## config.mk

```make
export PLATFORM = sky130hd
export DESIGN_NAME = clkdiv
export DESIGN_NICKNAME = d
export VERILOG_FILES = /design/src/rtl/clkdiv_pkg.sv /design/src/rtl/clkdiv_cnt.sv /design/src/rtl/clkdiv.sv
export SDC_FILE = /design/constraint.sdc
export NUM_CORES = 1
export LEC_CHECK = 0
export ABC_CLOCK_PERIOD_IN_PS = 2850
export CAP_MARGIN = 0
export CORE_UTILIZATION = 55
export CTS_CLUSTER_DIAMETER = 60
export CTS_CLUSTER_SIZE = 28
export DETAILED_ROUTE_END_ITERATION = 10
export DONT_BUFFER_PORTS = 1
export PLACE_DENSITY = 0.68
export SKIP_CTS_REPAIR_TIMING = 1
export SYNTH_ARGS = -nofsm -noshare
export SYNTH_HDL_FRONTEND = slang
export SYNTH_SLANG_ARGS = --single-unit
```

## constraint.sdc

```tcl
create_clock -name clk -period 2.85 [get_ports clk]
set_input_delay 0.57 -clock clk [delete_from_list [all_inputs] [get_ports clk]]
set_output_delay 0.57 -clock clk [all_outputs]
set_load 0.02 [all_outputs]
```

## src/rtl/clkdiv_pkg.sv

```systemverilog
// Shared definitions for the clkdiv block: FSM state encoding, the smallest
// legal divisor and a helper that classifies a requested divisor.
package clkdiv_pkg;

  // Controller states. IDLE is the only state in which the counter is parked.
  typedef enum logic [1:0] {
    ST_IDLE  = 2'd0,
    ST_RUN   = 2'd1,
    ST_PEND  = 2'd2,
    ST_DRAIN = 2'd3
  } state_t;

  // Smallest divisor that still produces a toggling output.
  localparam int DIV_MIN = 2;

  // True when a requested divisor can be applied (0 and 1 are rejected).
  function automatic logic div_is_legal(input logic [31:0] div);
    return div >= 32'(DIV_MIN);
  endfunction

endpackage : clkdiv_pkg

```

## src/rtl/clkdiv_cnt.sv

```systemverilog
// Wrapping phase counter for clkdiv: counts 0..limit while run is high,
// can be forced to a value with load, and flags the terminal count.
module clkdiv_cnt #(
  parameter int W = 8
) (
  input  logic         clk,
  input  logic         rst_n,
  input  logic         run,
  input  logic         load,
  input  logic [W-1:0] load_val,
  input  logic [W-1:0] limit,
  output logic [W-1:0] cnt,
  output logic         wrap
);

  logic [W-1:0] cnt_reg;
  logic [W-1:0] cnt_next;

  // Terminal count is only meaningful while counting.
  assign wrap = run && (cnt_reg == limit);
  assign cnt  = cnt_reg;

  // Next count: load wins, otherwise increment and wrap at the limit.
  always_comb begin
    cnt_next = cnt_reg;
    if (load) begin
      cnt_next = load_val;
    end else if (run) begin
      if (cnt_reg == limit) begin
        cnt_next = '0;
      end else begin
        cnt_next = cnt_reg + W'(1);
      end
    end
  end

  // Counter register.
  always_ff @(posedge clk or negedge rst_n) begin
    if (!rst_n) begin
      cnt_reg <= '0;
    end else begin
      cnt_reg <= cnt_next;
    end
  end

endmodule : clkdiv_cnt

```

## src/rtl/clkdiv.sv

```systemverilog
// Programmable integer clock divider with a divisor handshake.
// Divisor changes requested while running are staged and applied only at the
// counter wrap so no output phase is ever shortened.
// Optional feature: define CLKDIV_ODD_DUTY_EN to stretch the high phase of odd
// divisors by half a clk period (negedge flop), giving 50% duty for odd N.
module clkdiv
  import clkdiv_pkg::*;
#(
  parameter int DIV_W   = 8,
  parameter int DIV_RST = 2
) (
  input  logic             clk,
  input  logic             rst_n,
  input  logic             en,
  input  logic [DIV_W-1:0] div_in,
  input  logic             div_valid,
  output logic             div_ready,
  output logic             clk_out,
  output logic             clk_en,
  output logic             busy,
  output logic             err
);

  state_t           state_reg, state_next;
  logic [DIV_W-1:0] div_reg, div_next;
  logic [DIV_W-1:0] pend_reg, pend_next;
  logic             pend_valid_reg, pend_valid_next;
  logic             err_reg, err_next;
  logic             clk_out_reg, clk_out_next;

  logic [DIV_W-1:0] cnt;
  logic             wrap;
  logic             run;
  logic             park;
  logic [DIV_W-1:0] limit;
  logic [DIV_W-1:0] half;
  logic             handshake;
  logic             legal;
  logic             accept;

  // Counter runs in every state except IDLE, where it is held at zero.
  assign run   = (state_reg != ST_IDLE);
  assign park  = (state_reg == ST_IDLE);
  assign limit = div_reg - DIV_W'(1);
  assign half  = div_reg >> 1;

  assign handshake = div_valid && div_ready;
  assign legal     = div_is_legal(32'(div_in));
  assign accept    = handshake && legal;

  clkdiv_cnt #(
    .W(DIV_W)
  ) u_cnt (
    .clk      (clk),
    .rst_n    (rst_n),
    .run      (run),
    .load     (park),
    .load_val ('0),
    .limit    (limit),
    .cnt      (cnt),
    .wrap     (wrap)
  );

  // Next-state, divisor staging and error detection.
  always_comb begin
    state_next      = state_reg;
    div_next        = div_reg;
    pend_next       = pend_reg;
    pend_valid_next = pend_valid_reg;
    err_next        = handshake && !legal;

    // A staged divisor takes effect exactly at the period boundary.
    if (wrap && pend_valid_reg) begin
      div_next        = pend_reg;
      pend_valid_next = 1'b0;
    end

    unique case (state_reg)
      ST_IDLE: begin
        // Nothing is running, so a new divisor can be used immediately.
        if (accept) begin
          div_next = div_in;
        end
        if (en) begin
          state_next = ST_RUN;
        end
      end
      ST_RUN: begin
        if (accept) begin
          pend_next       = div_in;
          pend_valid_next = 1'b1;
        end
        if (!en) begin
          state_next = ST_DRAIN;
        end else if (accept) begin
          state_next = ST_PEND;
        end
      end
      ST_PEND: begin
        if (!en) begin
          state_next = ST_DRAIN;
        end else if (wrap) begin
          state_next = ST_RUN;
        end
      end
      ST_DRAIN: begin
        // Finish the current period even if en comes back.
        if (wrap) begin
          state_next = ST_IDLE;
        end
      end
      default: begin
        state_next = ST_IDLE;
      end
    endcase

    // Registered output phase; low whenever the counter is parked.
    clk_out_next = run && (cnt < half);
  end

  // Control and output registers.
  always_ff @(posedge clk or negedge rst_n) begin
    if (!rst_n) begin
      state_reg      <= ST_IDLE;
      div_reg        <= DIV_W'(DIV_RST);
      pend_reg       <= '0;
      pend_valid_reg <= 1'b0;
      err_reg        <= 1'b0;
      clk_out_reg    <= 1'b0;
    end else begin
      state_reg      <= state_next;
      div_reg        <= div_next;
      pend_reg       <= pend_next;
      pend_valid_reg <= pend_valid_next;
      err_reg        <= err_next;
      clk_out_reg    <= clk_out_next;
    end
  end

  // Enable pulse on the last count of a period that is followed by another.
  assign clk_en    = wrap && (state_next != ST_IDLE);
  assign div_ready = (state_reg == ST_IDLE) || (state_reg == ST_RUN);
  assign busy      = (state_reg != ST_IDLE);
  assign err       = err_reg;

`ifdef CLKDIV_ODD_DUTY_EN
  logic clk_out_neg_reg;

  // Half-cycle delayed copy of the output, used to stretch odd-N high phases.
  always_ff @(negedge clk or negedge rst_n) begin
    if (!rst_n) begin
      clk_out_neg_reg <= 1'b0;
    end else begin
      clk_out_neg_reg <= clk_out_reg;
    end
  end

  assign clk_out = clk_out_reg | (div_reg[0] & clk_out_neg_reg);
`else
  assign clk_out = clk_out_reg;
`endif

endmodule : clkdiv

```

# ---- Yosys cells after proc, flatten, opt, wreduce, memory -nomap -nowiden
# Index checks and enable logic that the tools add are counted.
dict set report word_totals {
  output_inout_bits 5
  in_bits 12
  word_cells 45
  reg_bits 29
}
dict set report classes {
  magnitude_cmp 2
  n_addsub 2
  muxes 16
  n_reduce_logical 14
  eq_ne 4
}
# operator n
set op_table {}
lappend op_table {{$mux 8} 6}
lappend op_table {{$mux 2} 6}
lappend op_table {{$add 8x1->8 const B} 1}
lappend op_table {{$eq 8x8->1} 1}
lappend op_table {{$ge 8x2->1 const B} 1}
lappend op_table {{$lt 8x7->1} 1}
lappend op_table {{$pmux 2 s4} 1}
lappend op_table {{$sub 8x1->8 const B} 1}
lappend op_table {{$logic_and 1x1->1} 7}
lappend op_table {{$reduce_bool 2->1} 3}
lappend op_table {{$eq 2x2->1 const B} 2}
lappend op_table {{$mux 1} 3}
lappend op_table {{$eq 2x1->1 const B} 1}
lappend op_table {{$logic_not 2->1} 1}
lappend op_table {{$reduce_and 2->1} 1}
lappend op_table {{$logic_not 1->1} 1}
lappend op_table {{$logic_or 1x1->1} 1}

# ---- Longest topological paths before layout
dict set report depth {
  ltp_word 9
  ltp_mapped 9
  mapped_depth_nobuf 8
}

# ---- Modules after synthesis
# From an unflattened synthesis, not the netlist that was laid out.
dict set report hier_totals {
  cells_unflattened 186
  area_unflattened_um2 1924.3
}
# mod area_per_inst_um2 n_inst cells_each seq_area_each_um2
set modules_own_cells {}
lappend modules_own_cells {clkdiv 1241.2 1 110 526.8}
lappend modules_own_cells {clkdiv_cnt 683.2 1 76 200.2}

# ---- Least setup slack after synthesis
# OpenSTA, ideal clock, no wires.
dict set report synth_path {
  kind {register -> output}
  start {register div_reg[1]}
  end {output port clk_en}
  slack_ns 0.024
  n_path_buf 1
  t_arrival_ns 2.256
  path_stages_with_launch 9
  required_ns 2.280
  path_cell_list {dfstp_2 -> inv_1 -> ha_1 -> nor4b_4 -> xnor2_1 -> or4_4 -> and2_1 -> buf_2 -> nor3_1}
}
dict set report synth_between {
  elab_chain_len 8
  elab_cells_between_ends 9
  cone_classes {add/sub: 1; eq/ne: 1; mux: 4; reduce/logical: 3}
}
# item line
set synth_rtl {}
lappend synth_rtl {{from (decl)} clkdiv.sv:25} ;# logic [DIV_W-1:0] div_reg, div_next;
lappend synth_rtl {{from (signal assigned)} clkdiv.sv:125} ;# div_reg <= DIV_W'(DIV_RST);
lappend synth_rtl {{from (signal assigned)} clkdiv.sv:132} ;# div_reg <= div_next;
lappend synth_rtl {{$sub 8x1->8 *} clkdiv.sv:44} ;# assign limit = div_reg - DIV_W'(1);
lappend synth_rtl {{$eq 8x8->1 *} clkdiv_cnt.sv:20} ;# assign wrap = run && (cnt_reg == limit);
lappend synth_rtl {{$logic_and 1x1->1 *} clkdiv_cnt.sv:20}
lappend synth_rtl {{$mux 2} clkdiv.sv:102} ;# end else if (wrap) begin
lappend synth_rtl {{$mux 2} clkdiv.sv:100} ;# if (!en) begin
lappend synth_rtl {{$pmux 2 s4} clkdiv.sv:78} ;# unique case (state_reg)
lappend synth_rtl {{$reduce_bool 2->1} clkdiv.sv:141} ;# assign clk_en = wrap && (state_next != ST_IDLE);
lappend synth_rtl {{$logic_and 1x1->1 *} clkdiv.sv:141}
lappend synth_rtl {{to (decl)} clkdiv.sv:19} ;# output logic clk_en,
# Mark *: on every way between the ends. The rest lies on a longest branch, timed or not.

# ---- Worst setup path after layout
# Same ends and word-level chain as after synthesis.

==> metrics.log <==
[metrics] length of the first detailed-routing pass in iterations: 4
[metrics] Netlist Area Pre-Place: 1750 um2
[metrics] number of failing hold endpoints at the final stage: 0
[metrics] share of the synthesized area in the top cell type: 0.401
[metrics] RSZ-0062 raised after global routing: yes
[metrics] # diodes: 0
[metrics] count of different cell masters after synthesis: 42
[metrics] Post-route DRC: 0
[metrics] proportion of power drawn by the clock network: 0.118
[metrics] net switching fraction of the power: 0.414
[metrics] floorplan die area: 3410 um2
[metrics] total clock sinks: 29
[metrics] launching point of the worst reg2reg path: div_reg[1]$_DFF_PN1_
[metrics] Final Total Pwr: 0.00203 W
[metrics] violations in the final reports: setup timing
[metrics] top library cells by usage in the layout, fill and taps aside: 28 x sky130_fd_sc_hd__dfrtp_1, 17 x sky130_fd_sc_hd__nand2_1, 14 x sky130_fd_sc_hd__nand3_1
[metrics] kind of end point of the critical path: primary output
[metrics] final net count: 206
[metrics] fraction of the yosys area taken by sequential cells: 0.416
[metrics] actual transition at the worst max-transition pin: 0.568 ns
[metrics] initial core utilization: 0.577
[metrics] final period utilization: 1.02
[metrics] CTS buffer count: 5
[metrics] worst min-delay path class: in -> async
[metrics] net switching power figure: 0.000840 W
[metrics] later-pin clock latency in the skew report: roughly 0.33 ns
[metrics] grt ovf: 0
[metrics] arrival time at the worst endpoint: ~2.4 ns
[metrics] vias per std cell: 5.49
[metrics] clock input transition at the sequential cells of the worst setup and hold paths: 0.10 ns
[metrics] violation count after the first detailed-route iteration: 66
[metrics] GRT Overall Usage: 0.235
[metrics] post-synthesis cell type with the largest combined area: sky130_fd_sc_hd__dfrtp_1
[metrics] number of max-slew violations in the final report: 0
[metrics] post-route antenna net violation count: 0
[metrics] power density normalized to cell area: 1050 nW/um2
[metrics] nets in the synthesized netlist: 197
[metrics] Period minus WS final: 2.92 ns
[metrics] number of placement rows: 20
[metrics] maximum fanout count along the critical path: 3
[metrics] number of storage elements in the synthesis netlist: 29
[metrics] Max-Slew Margin vs Limit: 0.620
[metrics] routed wirelength normalized by instance count: ~15 um
[metrics] average footprint of a synthesized cell: 9.88 um2
[metrics] fraction of final layout cells with drive strength greater than 1: 0.219
[metrics] most common cell after layout, fill and taps aside: sky130_fd_sc_hd__dfrtp_1
[metrics] H-tree lvl count: 2
[metrics] clock tree from TritonCTS: yes
[metrics] leading cell types by total area after synthesis: sky130_fd_sc_hd__dfrtp_1 40%, sky130_fd_sc_hd__ha_1 5.7%, sky130_fd_sc_hd__xnor2_1 5.0%
[metrics] number of antenna violations at the first check in global routing: 0
[metrics] Max IR drop VDD: 0.538 mV
[metrics] area of combinational cells with multiple inputs: 977 um2
[metrics] number of standard cells after synthesis: 177
[metrics] gp weighted congestion: 0.895
[metrics] worst hold slack: 0.0423 ns
[metrics] PortBufs: 0
[metrics] floorplan core area: 3030 um2
[metrics] via count of the first global-routing pass: 1,344
[metrics] fraction of the core area covered by cells at the end of the flow: 0.638
[metrics] critical path class: reg -> out
[metrics] maximum frequency from static timing analysis: 343 MHz
[metrics] run status: complete, but fails checks
[metrics] library cell used as clock root buffer: sky130_fd_sc_hd__clkbuf_4
[metrics] area delta synth->final: 10.5%
[metrics] maximum number of pins on one net before global-route repair: 30
[metrics] post-route setup slack: -0.0677 ns
[metrics] relative contribution of sequential cells to total power: 0.404
[metrics] die extent in x: 58.4 um
[metrics] reg2reg path depth: 9
[metrics] Fillers: ~260
[metrics] slack of the worst reg-to-reg path: 0.44 ns
[metrics] via count: about 1,300
[metrics] Cell Int Power: 0.00119 W
[metrics] register cell area after layout: 727 um2
[metrics] Boundary Pins: 17
[metrics] final HPWL from detailed placement: 2490 um
[metrics] Setup Viol. Count Final: 1
[metrics] capturing point of the worst reg2reg path: div_reg[5]$_DFF_PN0_
[metrics] CP Data Required Time: 2.28 ns
[metrics] total of max-cap violations: 0
[metrics] yosys synthesis warning count: 0
[metrics] global-route wire length before repair: a little under 6000 um
[metrics] Chip Height: 58.4 um
[metrics] maximum clock skew at final layout: 0.00941 ns
[metrics] final wirelength: 3550 um
[metrics] clk buf depth: 2
[metrics] share of total power in combinational logic: 0.477
[metrics] leakage power summed over all cells: roughly 0.83 nW
[metrics] category of the worst setup path launch point: flip-flop
==> area by class of cell <==
type,instances,share of cell area
Clock buffer,6,0.0214
Clock inverter,2,0.00518
Inverter,11,0.0214
Multi-Input combinational cell,130,0.506
Sequential cell,29,0.376
Tap cell,44,0.0285
Timing Repair Buffer,9,0.0415
==> critical path, cell delays in order, from the launching register on <==
cell and delay (ns):
sky130_fd_sc_hd__dfstp_2 0.56, sky130_fd_sc_hd__inv_2 0.06, sky130_fd_sc_hd__ha_4 0.17, sky130_fd_sc_hd__nor4b_4 0.13, sky130_fd_sc_hd__xnor2_1 0.13, sky130_fd_sc_hd__or4_4 0.44
sky130_fd_sc_hd__and2_4 0.19, sky130_fd_sc_hd__nor3_2 0.17, sky130_fd_sc_hd__buf_4 0.16
==> metal layers <==
metal,routed length [um],vias up,GRT usage
li1,-,635,-
met1,1660,602,0.300
met2,1700,23,0.376
met3,118,8,0.0527
met4,74,0,0.122
met5,0,-,0
==> worst max path at each step <==
stage	startpoint	end	slack, ns	cells past startpoint
floorplan	div_reg[1]$_DFF_PN1_	clk_en	0.02	8
global placement	div_reg[1]$_DFF_PN1_	clk_en	0.21	8
detailed placement	div_reg[1]$_DFF_PN1_	clk_en	0.15	8
CTS	div_reg[1]$_DFF_PN1_	clk_en	-0.25	8
global route	div_reg[1]$_DFF_PN1_	clk_en	-0.16	8
finish	div_reg[1]$_DFF_PN1_	clk_en	-0.07	8
==> through the flow <==
stage	setup slack, ns	TNS (ns)	instance area (um2)	cells
after detailed placement	0.148	0	1810	220
after floorplan	0.0242	0	1750	177
after CTS	-0.247	-0.247	1860	228
after global placement	0.205	0	1810	220
final	-0.0677	-0.0677	1930	231
after global routing	-0.160	-0.160	1930	231
==> synthesized netlist by cell type, drive strengths merged <==
library cell and n:
o21a 1, dfstp 1, xnor2 10, mux2 7, inv 11, a31oi 1, and2 1, a21o 3
a21boi 1, nand2b 1, o21ai 1, nor2b 2, o211ai 1, nor4b 1, xor2 8, and3 2
o31a 1, nor3b 2, a2111oi 2, nor3 10, clkbuf 5, or4 1, a21oi 1, and3b 1
nand4 2, nand3b 8, o311ai 1, buf 2, o22ai 1, or3 9, nand2 17, o211a 1
dfrtp 28, nor4 2, nand3 14, o31ai 2, nor2 7, ha 8
==> cell families (layout without fill, tap and decap cells) <==
kind of cell | Yosys count | after routing | share of synthesized area
XOR/XNOR | 18 | 18 | 0.0902
adder cells (fa/ha/maj) | 8 | 8 | 0.0573
flip-flops | 29 | 29 | 0.416
buffers and inverters | 18 | 28 | 0.0437
AO/OA/AOI/OAI | 17 | 17 | 0.0838
AND/OR/NAND/NOR | 80 | 80 | 0.264
multiplexers | 7 | 7 | 0.0451
==> power groups by stage <==
stage | clock network [W] | registers, W | logic [W]
4_1_cts | 0.000250 | 0.000810 | 0.000879
5_1_grt | 0.000260 | 0.000848 | 0.00108
3_5_place_dp | 0 | 0.000819 | 0.000867
2_1_floorplan | 0 | 0.000755 | 0.000748
6_report | 0.000240 | 0.000820 | 0.000968
3_3_place_gp | 0 | 0.000805 | 0.000836
Note: power is estimated with default switching activity, not from simulation.
